[src/rtl/stack_seq_pkg.sv]
// Purpose: shared types and codes for the stack sequencer and its legality checker.
// Latency: n/a (definitions only).
// Backpressure: n/a.
package stack_seq_pkg;

  // Stack-count register op codes (existing encoding; SC_HOLD takes the spare code).
  localparam logic [1:0] DES_2   = 2'b00;
  localparam logic [1:0] DES_1   = 2'b01;
  localparam logic [1:0] ADV_1   = 2'b10;
  localparam logic [1:0] SC_HOLD = 2'b11;

  // Fault codes reported on fault_code.
  localparam logic [1:0] FLT_NONE  = 2'b00;
  localparam logic [1:0] FLT_UNDER = 2'b01;
  localparam logic [1:0] FLT_OVER  = 2'b10;
  localparam logic [1:0] FLT_ILL   = 2'b11;

  typedef enum logic [2:0] {
    CLS_NOP    = 3'd0,
    CLS_PUSH   = 3'd1,
    CLS_POP    = 3'd2,
    CLS_POP2   = 3'd3,
    CLS_UNARY  = 3'd4,
    CLS_BINARY = 3'd5,
    CLS_DUP    = 3'd6
  } stk_cls_t;

  typedef enum logic [1:0] {
    IDLE  = 2'd0,
    EXEC  = 2'd1,
    WB    = 2'd2,
    FAULT = 2'd3
  } seq_state_t;

  // Minimum stack count a class needs before it may execute.
  function automatic logic [1:0] min_depth(input logic [2:0] c);
    case (c)
      CLS_POP, CLS_UNARY, CLS_DUP: min_depth = 2'd1;
      CLS_POP2, CLS_BINARY:        min_depth = 2'd2;
      default:                     min_depth = 2'd0;
    endcase
  endfunction

endpackage

[src/rtl/stack_seq_chk.sv]
// Purpose: combinational legality check of a stack class against a stack count.
// Latency: 0 cycles (pure combinational).
// Backpressure: none; also used by decode for early hazard checks.
module stack_chk
  import stack_seq_pkg::*;
#(
  parameter int SC_W      = 4,
  parameter int MAX_DEPTH = 15
) (
  input  logic [2:0]      cls,
  input  logic [SC_W-1:0] sc,
  output logic            legal,
  output logic [1:0]      fault_code
);

  logic grows;

  // Classify: illegal encoding beats underflow, underflow beats overflow.
  always_comb begin
    grows      = (cls == CLS_PUSH) || (cls == CLS_DUP);
    fault_code = FLT_NONE;
    if (cls == 3'd7)
      fault_code = FLT_ILL;
    else if (sc < SC_W'(min_depth(cls)))
      fault_code = FLT_UNDER;
    else if (grows && (sc == SC_W'(MAX_DEPTH)))
      fault_code = FLT_OVER;
    legal = (fault_code == FLT_NONE);
  end

endmodule

[src/rtl/stack_seq.sv]
// Purpose: per-instruction stack sequencer (legality, RF addresses, ALU strobe, sc_op).
// Latency: accept -> done 2 cycles; one class per 3 cycles.
// Backpressure: ready only in IDLE; FAULT holds ready low until reset
//               (or fault_clr when built with STACK_SEQ_FAULT_CLR_EN).
module stack_seq
  import stack_seq_pkg::*;
#(
  parameter int SC_W      = 4,
  parameter int MAX_DEPTH = 15
) (
  input  logic            clk,
  input  logic            reset,
`ifdef STACK_SEQ_FAULT_CLR_EN
  input  logic            fault_clr,
`endif
  input  logic            cls_valid,
  input  logic [2:0]      cls,
  output logic            ready,
  input  logic [SC_W-1:0] sc,
  output logic [1:0]      sc_op,
  output logic [SC_W-1:0] rd_addr_a,
  output logic [SC_W-1:0] rd_addr_b,
  output logic            rd_en,
  output logic            alu_go,
  output logic [SC_W-1:0] wr_addr,
  output logic            wr_en,
  output logic            done,
  output logic            fault,
  output logic [1:0]      fault_code
);

  seq_state_t      state;
  logic [2:0]      cls_q;
  logic [SC_W-1:0] sc_q;
  logic [1:0]      flt_q;
  logic            chk_legal;
  logic [1:0]      chk_code;
  logic [SC_W-1:0] sc_m1;
  logic [SC_W-1:0] sc_m2;

  // The checker looks at the live inputs in the accept cycle, which are
  // exactly the values being latched into cls_q/sc_q on that edge.
  stack_chk #(.SC_W(SC_W), .MAX_DEPTH(MAX_DEPTH)) u_chk (
    .cls        (cls),
    .sc         (sc),
    .legal      (chk_legal),
    .fault_code (chk_code)
  );

  // State, latched class/count and sticky fault code.
  always_ff @(posedge clk) begin
    if (reset) begin
      state <= IDLE;
      cls_q <= 3'd0;
      sc_q  <= '0;
      flt_q <= FLT_NONE;
    end else begin
      case (state)
        IDLE: if (cls_valid) begin
          cls_q <= cls;
          sc_q  <= sc;
          if (chk_legal) begin
            state <= EXEC;
          end else begin
            state <= FAULT;
            flt_q <= chk_code;
          end
        end
        EXEC: state <= WB;
        WB:   state <= IDLE;
        FAULT: begin
`ifdef STACK_SEQ_FAULT_CLR_EN
          if (fault_clr) begin
            state <= IDLE;
            flt_q <= FLT_NONE;
          end
`endif
        end
        default: state <= IDLE;
      endcase
    end
  end

  // Output decode from state and the latched class; sc is never consulted here.
  always_comb begin
    sc_m1      = sc_q - SC_W'(1);
    sc_m2      = sc_q - SC_W'(2);
    ready      = (state == IDLE);
    fault      = (state == FAULT);
    fault_code = flt_q;
    sc_op      = SC_HOLD;
    rd_addr_a  = '0;
    rd_addr_b  = '0;
    rd_en      = 1'b0;
    alu_go     = 1'b0;
    wr_addr    = '0;
    wr_en      = 1'b0;
    done       = 1'b0;
    if (state == EXEC) begin
      case (cls_q)
        CLS_UNARY: begin
          rd_en = 1'b1; rd_addr_a = sc_m1; alu_go = 1'b1;
        end
        CLS_BINARY: begin
          rd_en = 1'b1; rd_addr_a = sc_m1; rd_addr_b = sc_m2; alu_go = 1'b1;
        end
        CLS_DUP: begin
          rd_en = 1'b1; rd_addr_a = sc_m1;
        end
        default: ;
      endcase
    end else if (state == WB) begin
      done = 1'b1;
      case (cls_q)
        CLS_PUSH, CLS_DUP: begin
          wr_en = 1'b1; wr_addr = sc_q; sc_op = ADV_1;
        end
        CLS_POP:  sc_op = DES_1;
        CLS_POP2: sc_op = DES_2;
        CLS_UNARY: begin
          wr_en = 1'b1; wr_addr = sc_m1;
        end
        CLS_BINARY: begin
          wr_en = 1'b1; wr_addr = sc_m2; sc_op = DES_1;
        end
        default: ;
      endcase
    end
  end

endmodule

[config.mk]
export PLATFORM = sky130hd
export DESIGN_NAME = stack_seq
export DESIGN_NICKNAME = d
export VERILOG_FILES = /design/src/rtl/stack_seq_pkg.sv /design/src/rtl/stack_seq_chk.sv /design/src/rtl/stack_seq.sv
export SDC_FILE = /design/constraint.sdc
export NUM_CORES = 1
export LEC_CHECK = 0
export ABC_AREA = 1
export CAP_MARGIN = 20
export CORE_ASPECT_RATIO = 0.75
export CORE_MARGIN = 5
export CORE_UTILIZATION = 40
export DETAILED_ROUTE_END_ITERATION = 7
export GPL_ROUTABILITY_DRIVEN = 0
export PLACE_DENSITY = 0.72
export SYNTH_ARGS = -nofsm -noshare
export SYNTH_HDL_FRONTEND = slang
export SYNTH_HIERARCHICAL = 1
export SYNTH_SLANG_ARGS = --single-unit
[constraint.sdc]
create_clock -name clk -period 2.54 [get_ports clk]
set_input_delay 0.381 -clock clk [delete_from_list [all_inputs] [get_ports clk]]
set_output_delay 0.381 -clock clk [all_outputs]
set_load 0.05 [all_outputs]
# After elaboration in Yosys (flattened, before gate mapping)
# Index checks and enable logic that the tools add are counted.
[word_totals] word_cells=68 ff_bits=11 output_inout_bits=22
[classes] bitwise=1 order_cmp=1 muxes=27 addsub=2 reduce_logical=15 n_eq_ne=18
[op_table] operator="two-way mux 4 bit" count=6
[op_table] operator="== test 3 bit, second input constant" count=7
[op_table] operator="two-way mux 2 bit" count=8
[op_table] operator="== test 3 x 2 -> 1 bit, second input constant" count=4
[op_table] operator="one-hot mux 2 bit (3 select lines)" count=2
[op_table] operator="one-hot mux 4 bit (3 select lines)" count=1
[op_table] operator="two-way mux 1 bit" count=9
[op_table] operator="OR reduction 2 bit" count=4
[op_table] operator="== test 3 x 1 -> 1 bit, second input constant" count=2
[op_table] operator="OR reduction 3 bit" count=2
[op_table] operator="== test 2 bit, second input constant" count=2
[op_table] operator="== test 4 bit, second input constant" count=1
[op_table] operator="zero test 2 bit" count=2
[op_table] operator="less-than comparator 4 x 2 -> 1 bit" count=1
[op_table] operator="one-hot mux 2 bit (2 select lines)" count=1
[op_table] operator="AND reduction 2 bit" count=2
[op_table] operator="OR reduction 4 bit" count=1
[op_table] operator="subtractor 4 x 1 -> 4 bit, second input constant" count=1
[op_table] operator="subtractor 4 x 2 -> 4 bit, second input constant" count=1
[op_table] operator="AND reduction 3 bit" count=1
[op_table] operator="nonzero test 3 bit" count=1
[op_table] operator="== test 2 x 1 -> 1 bit, second input constant" count=1
[op_table] operator="inequality test 2 bit, second input constant" count=1
[op_table] operator="logical AND 1 bit" count=1
[op_table] operator="2 further kinds" count=2

# Depth between registers and ports, before layout
# Gate-level depths: netlist of run 1.
[logic_depth] word_depth=11 depth_mapped=12 depth_no_buf=12

# Modules after synthesis
# The synthesis of run 1 kept the hierarchy.
[by_module_without_submodules] mod="stack_seq" instances=1 cells_each=127 seq_area_each_um2=220.2 area_each_um2=810.8
[by_module_without_submodules] mod="stack_chk" instances=1 cells_each=23 seq_area_each_um2=0.0 area_each_um2=103.8

# Worst setup path before layout of run 1
# No wires, ideal clock.
[synth_timing] path_kind="register -> output" from="register state[1]" to="output wr_addr[1]" stages_incl_launch_ff=8 arrival_time_ns=2.038 slack_ns=0.121 path_cell_list="dfxtp_1 inv_1 ha_1 inv_1 nand3_2 nor2_4 inv_2 a21oi_1"
[synth_between] elab_chain_len=3 elab_cells_between_ends=4
[synth_lines] item="from (decl)" line_no="stack_seq.sv:32" source="seq_state_t state;"
[synth_lines] item="from (signal assigned)" line_no="stack_seq.sv:53" source="state <= IDLE;"
[synth_lines] item="from (signal assigned)" line_no="stack_seq.sv:63" source="state <= EXEC;"
[synth_lines] item="from (signal assigned)" line_no="stack_seq.sv:65" source="state <= FAULT;"
[synth_lines] item="== test 2 bit" line_no="stack_seq.sv:112" source="end else if (state == WB) begin"
[synth_lines] item="two-way mux 4 bit" line_no="stack_seq.sv:112"
[synth_lines] item="two-way mux 4 bit *" line_no="stack_seq.sv:99" source="if (state == EXEC) begin"
[synth_lines] item="to (decl)" line_no="stack_seq.sv:25" source="output logic [SC_W-1:0] wr_addr,"
# Every way passes the cells marked *; elsewhere a longest branch is shown, timed or not.

# Worst setup path in the final report of run 1
[layout_timing] from="register state[1]" to="output alu_go"
[layout_between] elab_chain_len=2
[layout_lines] item="== test 2 x 1 -> 1 bit" line_no="stack_seq.sv:99"
[layout_lines] item="two-way mux 1 bit" line_no="stack_seq.sv:99"
[layout_lines] item="to (decl)" line_no="stack_seq.sv:24" source="output logic alu_go,"
# No other way between the ends.

==> out/results.tsv, run 1 <==
metric	value	unit
clkTransAtPathRegs	0.07	ns
comb_power_share	56.7	%
diodes	0	
track_usage	15.5	%
core	0.00223	mm²
synth_async_sr_flop_share	0	%
netlist_top_cells_area	dfxtp_1 24%, nand2_1 16%, ha_1 14%	
num_vias	1025	
yosysTopAreaCell	dfxtp_1	
netlist_instances	150	
rrSetupSlack	0.94	ns
area_delta_synth_final	38.4	%
grt_overflow	0	
place_hpwl	1900	µm
clock-sinks	11	
p_per_area	661	mW/mm²
cp.arrival	2.07	ns
critPathMaxFanout	5	
cap_violations	0	
io_buffers	31	
swShare	49.1	%
grt_max_degree	16	
synth_commonest_cells	39 x nand2_1, 33 x nor2_1, 18 x inv_1	
synth-edff-count	0	
ir_drop	269	µV
maxSlewHeadroom	65.1	%
p_int	0.000426	W
start_util	41.0	%
drcViolationCount	0	
yosysWarnings	6	
synthDistinctLibCells	19	
grt_pass1_vias	946	
maxSlewViolCount	0	
syn_area_per_cell	6.10	µm²
grt_pass1_wl	4110	µm
switching_power	0.000411	W
drt-pass1-iter-count	4	
yosysSeqAreaShare	24.1	%
worst_pin_slew	0.523	ns
cts_resized	0	
synth_seq_cells	11	
finalSetupViolations	0	
cts_htree_levels	1	
max_freq	408	MHz
synth_ff_type	dfxtp_1	
hold_slack	0.472	ns
outcome	finished clean	
clock_latency	0.26	ns
fin_skew	0.000629	ns
fin_tns_setup	0	ns
rsz0062_at_grt	no	
cts_tree	yes	
worst-endpoint-required	2.16	ns
crit_path_end_kind	primary output	
finalCritPeriodShare	96.4	%
die_area	0.00335	mm²
clockBufferDepth	2	
startpoint_type	flip-flop	
final_nets	204	
layout-drive-gt1-share	8.74	%
period_minus_slack	2.45	ns
postSynthNetCount	170	
netlist_area	915	µm²
wire_per_inst	11.0	µm
ant_nets	0	
seqPwrFrac	29.4	%
root_buffer	clkbuf_4	
crit_type	reg -> out	
ioPinCount	32	
finalHoldViolations	0	
p_clk_share	14.0	%
die_height	51.4	µm
via_per_inst	4.93	
antenna_found_initial	0	
die_w	65.2	µm
drt_wl_total	2280	µm
yosys.area.top_type_share	24.1	%
p_leak	0.652	nW
cts_setup_buffers	0	
cts_buffers	3	
synthMostInstantiatedCell	nand2_1	
drtIter0Drc	92	
cts_hold_buf	0	
min_path_type	reg -> reg	
rows	15	
per-stage QoR:
stage / power (W) / utilization (%) / setup WS [ns] / cells / area [µm²]
finish: 0.000837 / 56.7 / 0.0904 / 208 / 1270
global route: 0.000913 / 56.7 / 0.00576 / 208 / 1270
CTS: 0.000840 / 56.4 / 0.00397 / 208 / 1260
detailed placement: 0.000719 / 55.2 / 0.306 / 204 / 1230
global placement: 0.000716 / 55.2 / 0.302 / 204 / 1230
floorplan: 0.000596 / - / 0.121 / 150 / 915
area by class of cell:
class	count	area [µm²]
fill	220	967
multi-input combinational	116	604
timing repair buffer	31	305
sequential	11	220
inverter	21	78.8
tap	25	31.3
clock buffer	4	26.3
placed cells by master (no fill, tap or decap):
| cell type | instances |
|---|---|
| a211oi_1 | 8 |
| a21oi_1 | 6 |
| buf_4 | 5 |
| clkbuf_1 | 1 |
| clkbuf_4 | 3 |
| clkdlybuf4s50_1 | 23 |
| dfxtp_1 | 11 |
| dlymetal6s2s_1 | 3 |
| ha_1 | 10 |
| inv_1 | 18 |
| inv_2 | 3 |
| nand2_1 | 39 |
| nand2_2 | 2 |
| nand3_1 | 8 |
| nand3_2 | 1 |
| nand4_1 | 1 |
| nor2_1 | 33 |
| nor2_2 | 1 |
| nor2_4 | 1 |
| nor3_1 | 2 |
| o21a_1 | 1 |
| o21ai_0 | 3 |
power groups by stage:
stage	Combinational, W	Clock, W	Sequential [W]
3_5_place_dp	0.000471	0	0.000248
5_1_grt	0.000530	0.000131	0.000251
3_3_place_gp	0.000469	0	0.000247
4_1_cts	0.000474	0.000121	0.000244
6_report	0.000474	0.000117	0.000246
2_1_floorplan	0.000356	0	0.000240
kinds of logic (layout without fill, tap and decap cells):
kind of cell,count (synthesis),in the layout,share of synthesized area (%)
adder cells (fa/ha/maj),10,10,13.7
buffers and inverters,23,56,9.85
AO/OA/AOI/OAI,18,18,12.3
flip-flops,11,11,24.1
AND/OR/NAND/NOR,88,88,40.1
critical path, stage by stage, from the launching register on:
cell and delay [ns]:
dfxtp_1 0.35, inv_1 0.11, ha_1 0.21, inv_1 0.12, nor3_1 0.17, clkdlybuf4s50_1 0.84
sequential cells by signal, summed over array words and instances (netlist names):
signal	count
sc_q	4
cls_q	3
fault_code	2
state	2
metal layers:
metal	vias up	GRT usage, %	routed length (µm)
met2	34	23.4	969
met1	444	22.0	1160
met4	0	7.24	29
met3	4	1.54	118
met5	-	0	0
li1	543	-	-
path summary, 6_finish.rpt:
| check | to | startpoint | cells past startpoint |
|---|---|---|---|
| hold reg to reg | fault_code[1]$_SDFFE_PP0P_ | fault_code[1]$_SDFFE_PP0P_ | 2 |
| setup / recovery | alu_go | state[1]$_SDFFE_PP0P_ | 5 |
| hold / removal | fault_code[1]$_SDFFE_PP0P_ | fault_code[1]$_SDFFE_PP0P_ | 2 |
| setup reg to reg | fault_code[0]$_SDFFE_PP0P_ | state[0]$_SDFFE_PP0P_ | 7 |
Note: power is estimated with default switching activity, not from simulation.
==> inputs of run 2 (changes only) <==
--- a/config.mk
+++ b/config.mk
@@ -5,14 +5,13 @@
 export SDC_FILE = /design/constraint.sdc
 export NUM_CORES = 1
 export LEC_CHECK = 0
-export ABC_AREA = 1
 export CAP_MARGIN = 20
 export CORE_ASPECT_RATIO = 0.75
 export CORE_MARGIN = 5
 export CORE_UTILIZATION = 40
 export DETAILED_ROUTE_END_ITERATION = 7
 export GPL_ROUTABILITY_DRIVEN = 0
-export PLACE_DENSITY = 0.72
+export PLACE_DENSITY = 0.7
 export SYNTH_ARGS = -nofsm -noshare
 export SYNTH_HDL_FRONTEND = slang
 export SYNTH_HIERARCHICAL = 1
==> run 2 against run 1 <==
Worst setup slack improved by 0.037 ns. Cell count fell by 3.4%. Largest cell class unchanged. Sequential power rose by 8.1%. Critical path depth fell by 2. Total power rose by 16%.
==> out/results.tsv, run 2 <==
metric	value	unit
slowest_stage	clkdlybuf4s50_1	
finalCritPeriodShare	95.0	%
start_util	43.3	%
synthAdderAreaFrac	12.2	%
die_area	0.00368	mm²
m1WireLength	1260	µm
drt_wl_total	2540	µm
synthMostInstantiatedCell	nand2_1	
yosys.area.top_type_share	21.5	%
p_int	0.000500	W
die_w	68.4	µm
postLayoutCellArea	0.00137	mm²
diodes	0	
crit_type	reg -> out	
critical_path_buf_inv_count	2	
p_clk_share	11.9	%
cts_setup_buffers	0	
ir_drop	790	µV
fin_skew	0.00437	ns
largest_register_ffs	4	
cts_resized	0	
synthMuxAreaShare	5.01	%
ioPinCount	32	
rsz0062_at_grt	no	
wire_per_inst	12.7	µm
synth_xor_area_share	4.27	%
top_register	sc_q	
grt_pass1_vias	958	
power	0.000974	W
grt_overflow	0	
max_freq	414	MHz
postSynthNetCount	155	
place_hpwl	2050	µm
worst-path-stages	3	
swShare	48.6	%
core	0.00236	mm²
fin_tns_setup	0	ns
seqPwrFrac	27.3	%
track_usage	14.5	%
crit_path_end_kind	primary output	
fillers	233	
worst_pin_slew	0.503	ns
clkTransAtPathRegs	0.07	ns
fin_ws	0.127	ns
synth_async_sr_flop_share	0	%
synth_compound_area_share	17.0	%
critPathMaxFanout	11	
max_stage_delay	0.89	ns
grt_pass1_wl	4150	µm
maxSlewViolCount	0	
ant_nets	0	
synth_top_family_by_area	simple AND/OR/NAND/NOR gates	
outcome	finished clean	
final_util	58.1	%
cts_buffers	3	
yosysWarnings	6	
yosysSeqAreaShare	21.5	%
antenna_found_initial	0	
synth_commonest_cells	17 x nand2_1, 14 x nand3_1, 11 x dfxtp_1, 11 x nor2_1	
finalSetupViolations	0	
layout-drive-gt1-share	16.8	%
clockBufferDepth	2	
min_path_type	reg -> reg	
cp.arrival	2.03	ns
comb_power_share	60.8	%
grt_max_degree	16	
critical_path.top_delay_family	buffers and inverters	
cts_hold_buf	0	
period_minus_slack	2.41	ns
whs_path_depth	2	
area_delta_synth_final	34.1	%
top_regs	sc_q (4), cls_q (3)	
startpoint_type	flip-flop	
cts_tree	yes	
root_buffer	clkbuf_4	
p_per_area	709	mW/mm²
synthDistinctLibCells	37	
worst-endpoint-required	2.16	ns
dpl_worst_slack	0.0926	ns
p_leak	0.594	nW
drt-pass1-iter-count	4	
switching_power	0.000473	W
syn_area_per_cell	7.59	µm²
met2_length	1150	µm
drtIter0Drc	106	
io_buffers	31	
synth_simple_gate_area_share	31.4	%
via_per_inst	5.21	
finalHoldViolations	0	
clock-sinks	11	
mostFrequentLayoutCells	17 x nand2_1, 17 x buf_4, 15 x clkdlybuf4s50_1	
topRoutingLayerUsed	met3	
wl_met3	131	µm
netlist_area	0.00102	mm²
die_height	53.8	µm
netlist_instances	135	
maxSlewHeadroom	66.3	%
path_cells	inv_1, ha_1, clkdlybuf4s50_1	
synth_ff_type	dfxtp_1	
drcViolationCount	0	
multi_input_area	716	µm²
synth_seq_cells	11	
clock_latency	0.26	ns
final_nets	188	
regArea	220	µm²
synth-edff-count	0	
netlist_top_cells_area	dfxtp_1 21%, ha_1 12%, nand3_1 6.8%	
cap_violations	0	
r2r_cells	5	
cts_htree_levels	1	
rows	15	
num_vias	1047	
yosysTopAreaCell	dfxtp_1	
placed_cell_area	0.00134	mm²
run 2: cell types whose count changed in the layout (fill, tap and decap cells not counted), moves of 4 or more:
cell / before / now
nand3_1: 8 / 14
inv_1: 18 / 10
nor2_1: 33 / 11
clkdlybuf4s50_1: 23 / 15
a211oi_1: 8 / 0
nand2_1: 39 / 17
mux2i_1: 0 / 4
buf_4: 5 / 17
a21oi_1: 6 / 10
run 2: cell families after synthesis:
logic type               count (synthesis)
adder cells (fa/ha/maj)                 10
AND/OR/NAND/NOR                         61
AO/OA/AOI/OAI                           26
flip-flops                              11
multiplexers                             5
buffers and inverters                   17
XOR/XNOR                                 5
run 2: area by class of cell:
type	instances	share of cell area [%]
clock inverter	1	0.364
sequential	11	16.0
inverter	10	2.73
multi-input combinational	107	52.1
tap	34	3.10
timing repair buffer	35	24.0
clock buffer	3	1.64
run 2: metal layers:
metal  global-route usage (%)  vias up
met5                        0        -
met4                    0.990        0
met3                     5.01        0
met2                     23.3       26
met1                     19.6      484
li1                         -      537
run 2: power by group through the flow:
stage | clock [W] | combinational [W] | sequential [W]
after global placement | 0 | 0.000579 | 0.000266
final | 0.000116 | 0.000592 | 0.000266
after global routing | 0.000128 | 0.000646 | 0.000272
after floorplan | 0 | 0.000485 | 0.000246
after detailed placement | 0 | 0.000588 | 0.000269
after CTS | 0.000119 | 0.000593 | 0.000265
run 2: worst reg2reg max path: stages, from the launching register on:
cell and delay (ns):
dfxtp_1 0.45, inv_1 0.10, ha_1 0.33, nor2b_4 0.20, a2111o_1 0.38, a21oi_1 0.14
run 2: path summary, 6_finish.rpt:
check,from,end,slack (ns)
worst max register to register,state[1]$_SDFFE_PP0P_,state[1]$_SDFFE_PP0P_,0.87
worst min register to register,fault_code[0]$_SDFFE_PP0P_,fault_code[0]$_SDFFE_PP0P_,0.51
worst min-delay path,fault_code[0]$_SDFFE_PP0P_,fault_code[0]$_SDFFE_PP0P_,0.51
worst max-delay path,state[1]$_SDFFE_PP0P_,ready,0.13
run 2: through the flow:
| stage | hold slack [ns] | instances |
|---|---|---|
| global placement | 0.490 | 197 |
| detailed placement | 0.490 | 197 |
| floorplan | 0.486 | 135 |
| CTS | 0.514 | 201 |
| global route | 0.561 | 201 |
| finish | 0.513 | 201 |
